File: src/rtl/hes_pkg.sv
// Shared types for the HES cipher front end: FSM states, the FIFO entry layout
// and the byte width.
package hes_pkg;

    localparam int BYTE_W = 8;

    typedef enum logic [1:0] {
        IDLE,
        START,
        STREAM
    } fsm_state_t;

    typedef struct packed {
        logic              is_ct;
        logic              last;
        logic [BYTE_W-1:0] data;
    } fifo_entry_t;

endpackage

File: src/rtl/hes_sync_fifo.sv
// Single-clock show-ahead FIFO. Pushes are ignored while full and pops while
// empty. DEPTH must be a power of two so the pointers wrap on their own.
module hes_sync_fifo #(
    parameter int  DEPTH   = 16,
    parameter type entry_t = logic [9:0]
) (
    input  logic   clk,
    input  logic   rst_n,
    input  logic   push,
    input  entry_t wdata,
    input  logic   pop,
    output entry_t rdata,
    output logic   full,
    output logic   empty
);

    localparam int AW = (DEPTH > 1) ? $clog2(DEPTH) : 1;
    localparam int CW = $clog2(DEPTH + 1);

    entry_t        mem_q [DEPTH];
    logic [AW-1:0] wr_ptr_q, wr_ptr_d;
    logic [AW-1:0] rd_ptr_q, rd_ptr_d;
    logic [CW-1:0] count_q, count_d;
    logic          do_push, do_pop;

    assign full  = (count_q == CW'(DEPTH));
    assign empty = (count_q == '0);
    assign rdata = mem_q[rd_ptr_q];

    always_comb begin
        do_push  = push && !full;
        do_pop   = pop && !empty;
        wr_ptr_d = wr_ptr_q + AW'(do_push);
        rd_ptr_d = rd_ptr_q + AW'(do_pop);
        count_d  = count_q + CW'(do_push) - CW'(do_pop);
    end

    // NOTE: sequential state uses <= so every flop samples its pre-edge inputs.
    always_ff @(posedge clk or negedge rst_n) begin
        if (!rst_n) begin
            wr_ptr_q <= '0;
            rd_ptr_q <= '0;
            count_q  <= '0;
        end else begin
            wr_ptr_q <= wr_ptr_d;
            rd_ptr_q <= rd_ptr_d;
            count_q  <= count_d;
        end
    end

    // NOTE: storage is not reset; the count and pointers alone say which entries are live.
    always_ff @(posedge clk) begin
        if (do_push) begin
            mem_q[wr_ptr_q] <= wdata;
        end
    end

endmodule

File: src/rtl/hes_msg_framer.sv
// Frames buffered source bytes into cipher messages: one new_message pulse,
// then the message bytes, with registered cipher-side outputs.
module hes_msg_framer
    import hes_pkg::*;
#(
    parameter int FIFO_DEPTH = 16,
    parameter int MAX_LEN    = 255
) (
    input  logic              clk,
    input  logic              rst_n,
    input  logic              s_valid,
    output logic              s_ready,
    input  logic [BYTE_W-1:0] s_data,
    input  logic              s_last,
    input  logic              s_is_ct,
    output logic              new_message,
    output logic              input_valid,
    output logic              is_ciphertext,
    output logic [BYTE_W-1:0] input_data,
    output logic              len_err,
    output logic              msg_done
);

    fifo_entry_t       wr_entry, head;
    logic              fifo_full, fifo_empty, pop;
    fsm_state_t        state_q, state_d;
    logic [BYTE_W-1:0] cnt_q, cnt_d, cnt_inc;
    logic [BYTE_W-1:0] data_q, data_d;
    logic              new_message_q, new_message_d;
    logic              input_valid_q, input_valid_d;
    logic              is_ct_q, is_ct_d;
    logic              len_err_q, len_err_d;
    logic              msg_done_q, msg_done_d;

    assign wr_entry = '{is_ct: s_is_ct, last: s_last, data: s_data};
    assign s_ready  = !fifo_full;

    hes_sync_fifo #(
        .DEPTH   (FIFO_DEPTH),
        .entry_t (fifo_entry_t)
    ) u_fifo (
        .clk   (clk),
        .rst_n (rst_n),
        .push  (s_valid),
        .wdata (wr_entry),
        .pop   (pop),
        .rdata (head),
        .full  (fifo_full),
        .empty (fifo_empty)
    );

    // NOTE: every signal gets a default before the case so no latch is inferred.
    always_comb begin
        state_d       = state_q;
        cnt_d         = cnt_q;
        data_d        = data_q;
        is_ct_d       = is_ct_q;
        len_err_d     = len_err_q;
        new_message_d = 1'b0;
        input_valid_d = 1'b0;
        msg_done_d    = 1'b0;
        pop           = 1'b0;
        cnt_inc       = cnt_q + BYTE_W'(1);

        unique case (state_q)
            IDLE: begin
                is_ct_d = 1'b0;
                if (!fifo_empty) begin
                    state_d       = START;
                    new_message_d = 1'b1;
                    is_ct_d       = head.is_ct;
                    cnt_d         = '0;
                end
            end
            // A byte popped here is on the outputs while state_q is STREAM;
            // its registered msg_done then sends the FSM back to IDLE.
            START, STREAM: begin
                state_d = STREAM;
                if (msg_done_q) begin
                    state_d = IDLE;
                    is_ct_d = 1'b0;
                end else if (!fifo_empty) begin
                    pop           = 1'b1;
                    input_valid_d = 1'b1;
                    data_d        = head.data;
                    cnt_d         = cnt_inc;
                    if (head.last || cnt_inc == BYTE_W'(MAX_LEN)) begin
                        msg_done_d = 1'b1;
                        if (!head.last) begin
                            len_err_d = 1'b1;
                        end
                    end
                end
            end
            default: state_d = IDLE;
        endcase
    end

    always_ff @(posedge clk or negedge rst_n) begin
        if (!rst_n) begin
            state_q       <= IDLE;
            cnt_q         <= '0;
            data_q        <= '0;
            is_ct_q       <= 1'b0;
            len_err_q     <= 1'b0;
            new_message_q <= 1'b0;
            input_valid_q <= 1'b0;
            msg_done_q    <= 1'b0;
        end else begin
            state_q       <= state_d;
            cnt_q         <= cnt_d;
            data_q        <= data_d;
            is_ct_q       <= is_ct_d;
            len_err_q     <= len_err_d;
            new_message_q <= new_message_d;
            input_valid_q <= input_valid_d;
            msg_done_q    <= msg_done_d;
        end
    end

    assign new_message   = new_message_q;
    assign input_valid   = input_valid_q;
    assign is_ciphertext = is_ct_q;
    assign input_data    = data_q;
    assign len_err       = len_err_q;
    assign msg_done      = msg_done_q;

endmodule

File: config.mk
export PLATFORM = sky130hd
export DESIGN_NAME = hes_msg_framer
export DESIGN_NICKNAME = d
export VERILOG_FILES = /design/src/rtl/hes_pkg.sv /design/src/rtl/hes_sync_fifo.sv /design/src/rtl/hes_msg_framer.sv
export SDC_FILE = /design/constraint.sdc
export NUM_CORES = 1
export LEC_CHECK = 0
export ABC_AREA = 1
export CORE_ASPECT_RATIO = 1.1
export CORE_MARGIN = 2
export CORE_UTILIZATION = 57
export CTS_BUF_LIST = sky130_fd_sc_hd__clkbuf_8
export DETAILED_ROUTE_END_ITERATION = 6
export PLACE_DENSITY = 0.78
export SKIP_CTS_REPAIR_TIMING = 1
export SLEW_MARGIN = 10
export SYNTH_ARGS = -nofsm -noshare
export SYNTH_HDL_FRONTEND = slang
export SYNTH_SLANG_ARGS = --single-unit
File: constraint.sdc
create_clock -name clk -period 2.3 [get_ports clk]
set_input_delay 0.46 -clock clk [delete_from_list [all_inputs] [get_ports clk]]
set_output_delay 0.46 -clock clk [all_outputs]
set_load 0.02 [all_outputs]
==> impl_metrics.env <==
export IMPL_layout_cell_area_non_filler_mm2=0.009620
export IMPL_critical_path_buf_inv_count=4
export IMPL_postRouteAntennaNets=0
export IMPL_clk_transition_reported_paths_ps=90
export IMPL_synth_cell_types=27
export IMPL_critical_path_max_fanout=3
export IMPL_synth_sequential_area_ratio=0.6673
export IMPL_numPortBuffers=26
export IMPL_worst_path_max_delay_cell="fa_2"
export IMPL_layout_worst_path_cycle_share=0.9752
export IMPL_die_area_mm2=0.01600
export IMPL_gp_routability_congestion=0.8713
export IMPL_synth_ff_latch_count=196
export IMPL_area_delta_synth_final_pct=12.53
export IMPL_yosysWarningCount=0
export IMPL_final_setup_viol_count=0
export IMPL_routedWlPerCell_um=16.73
export IMPL_max_clock_path_buffers=2
export IMPL_critical_path_cell_chain="inv_2 -> ha_4 -> inv_2 -> nor2_4 -> nand2_4 -> inv_4 -> ha_4 -> inv_2 -> ha_4 -> fa_2 -> a21oi_2 -> nor2_1 -> nor2_1 -> xor2_1"
export IMPL_post_route_min_period_ps=2243
export IMPL_syn_nets=847
export IMPL_layout_drive_gt1_share=0.1006
export IMPL_cts_tree="done"
export IMPL_number_of_violations_of_the_max_capacitance_limit=0
export IMPL_fillers=1109
export IMPL_grt_setup_unrepaired="yes"
export IMPL_yosys_area_top_type_share=0.5620
export IMPL_power_total_mw=11.83
export IMPL_cts_inserted_buffers=17
export IMPL_power_density_mw_per_mm2=1230
export IMPL_cts_htree_levels=4
export IMPL_synthesis_area_per_instance_um2=10.43
export IMPL_global_route_usage_total=0.2417
export IMPL_worstHoldPathType="in -> async"
export IMPL_std_cell_rows=46
export IMPL_antenna_cells_inserted=0
export IMPL_fin_nets=899
export IMPL_critical_path_startpoint_type="flop"
export IMPL_die_width_um=120.8
export IMPL_crit_path_start="state_q[1]$_DFFE_PN0N_"
export IMPL_cp_top_family="adder cells"
export IMPL_irDropWorstVdd_v=0.0005153
export IMPL_grt_first_pass_wirelength_mm=28.97
export IMPL_slew_headroom=0.4629
export IMPL_worst_hold_slack_ps=76.26
export IMPL_insertion_delay_ps=460
export IMPL_finalHoldViolations=0
export IMPL_clock_sink_count=196
export IMPL_dpl_cell_count=1045
export IMPL_timing_fmax_mhz=445.8
export IMPL_cts_root_buf="clkbuf_8"
export IMPL_route_vias_total=5704
export IMPL_reg2reg_from="state_q[1]$_DFFE_PN0N_"
export IMPL_timing_critical_path_slowest_cell_delay_ps=400
export IMPL_status="completed"
export IMPL_grt_overflow=0
export IMPL_initial_antenna_violation_count=0
export IMPL_critPathKind="reg -> reg"
export IMPL_syn_area_mm2=0.008549
export IMPL_synthDominantAreaCellType="edfxtp_1"
export IMPL_routed_wl_mm=18.02
export IMPL_hpwl_mm=11.74
export IMPL_cellLeakagePower_nw=4.129
export IMPL_route_detailed_drc=0
export IMPL_worst_slew_pin_slew_ps=805.7
export IMPL_mostFrequentLayoutCell="nand2_1"
export IMPL_drt_vias_per_instance=5.296
export IMPL_instances_no_fill=1077
export IMPL_first_drt_pass_iteration_count=5
export IMPL_number_of_ports_placed_on_the_die_boundary=27
export IMPL_synthTopCellsByArea="edfxtp_1 (56%), nand2_1 (11%), dfrtp_1 (11%)"
export IMPL_drv_slew=0
export IMPL_die_height_um=132.5
export IMPL_placed_area_mm2=0.009215
export IMPL_worst_clock_skew_ps=10.54
export IMPL_critPathArrivalTime_ps=2640
export IMPL_core_region_area_mm2=0.01456
export IMPL_iter_0_drt_violations=461
export IMPL_required_ps=2690
export IMPL_mostFrequentLayoutCells="nand2_1 (242), edfxtp_1 (160), nand3_1 (114), inv_1 (109), nor2_1 (56)"
export IMPL_post_route_util=0.6607
export IMPL_floorplan_initialDensity=0.5871
export IMPL_number_of_global_route_vias_before_repair=5656
export IMPL_post_synth_inst_count=820
export IMPL_maximum_number_of_pins_on_one_net_before_global_route_repair=52
export IMPL_worst_setup_path_end_kind="flop"
metal layers:
| layer | global-route usage | vias up | share of wire | routed length (um) |
|---|---|---|---|---|
| met5 | 0 | - | 0 | 0 |
| met4 | 0.1350 | 0 | 0.048 | 861 |
| met3 | 0.04526 | 56 | 0.055 | 999 |
| met2 | 0.3917 | 194 | 0.49 | 8904 |
| met1 | 0.3072 | 2694 | 0.40 | 7250 |
| li1 | - | 2760 | - | - |
state kept, by name, indices dropped and copies added (netlist names):
register / cells
new_message: 1
u_fifo.mem_q: 160
u_fifo.rd_ptr_q: 4
u_fifo.wr_ptr_q: 4
input_data: 8
cnt_q: 8
state_q: 2
u_fifo.count_q: 5
input_valid: 1
len_err: 1
is_ciphertext: 1
msg_done: 1
where the power goes:
| part | switching, mW | internal, mW |
|---|---|---|
| Clock | 1.11 | 1.00 |
| Combinational | 3.25 | 1.72 |
| Sequential | 0.309 | 4.44 |
area by class of cell:
type	count	area, um^2	share of cell area
Timing Repair Buffer	66	595.6	0.06191
Clock inverter	13	118.9	0.01236
Clock buffer	19	261.5	0.02718
Inverter	113	429.2	0.04461
Tap cell	192	240.2	0.02497
Sequential cell	196	5707	0.5932
Multi-Input combinational cell	478	2268	0.2358
metrics by stage:
| step | setup WS [ps] | setup TNS (ps) |
|---|---|---|
| after detailed placement | 1.656 | 0 |
| after CTS | -66.84 | -83.19 |
| after floorplan | -63.00 | -63.00 |
| after global placement | 61.84 | 0 |
| final | 56.94 | 0 |
| after global routing | -57.49 | -57.49 |
synth_stat cells:
cell type / instances
a21oi_1: 4
buf_2: 16
buf_4: 8
buf_6: 7
clkbuf_1: 2
dfrtp_1: 36
edfxtp_1: 160
fa_1: 1
ha_1: 13
inv_1: 110
inv_2: 2
inv_4: 1
nand2_1: 242
nand2_2: 1
nand3_1: 114
nand4_1: 2
nand4_2: 1
nor2_1: 57
nor2_2: 1
o21ai_0: 20
o21ai_1: 3
o22ai_1: 1
o31ai_1: 1
or2_0: 4
or2_1: 3
or2_2: 1
xor2_1: 9
final timing paths:
| path | to | slack [ps] | cells after the start |
|---|---|---|---|
| min in group clk | len_err$_DFFE_PN0P_ | 480 | 2 |
| max reg2reg | u_fifo.count_q[4]$_DFF_PN0_ | 60 | 14 |
| min | cnt_q[6]$_DFFE_PN0P_ | 80 | 1 |
| max in group asynchronous | u_fifo.rd_ptr_q[0]$_DFF_PN0_ | 1670 | 1 |
| min reg2reg | len_err$_DFFE_PN0P_ | 480 | 2 |
| max | u_fifo.count_q[4]$_DFF_PN0_ | 60 | 14 |
logic make-up after synthesis:
family                   share of synthesized area
AND/OR/NAND/NOR                             0.2083
flip-flops                                  0.6673
buffers and inverters                      0.07640
AO/OA/AOI/OAI                              0.01742
adder cells (fa/ha/maj)                    0.02137
XOR/XNOR                                  0.009220
(Power assumes the default switching activity.)
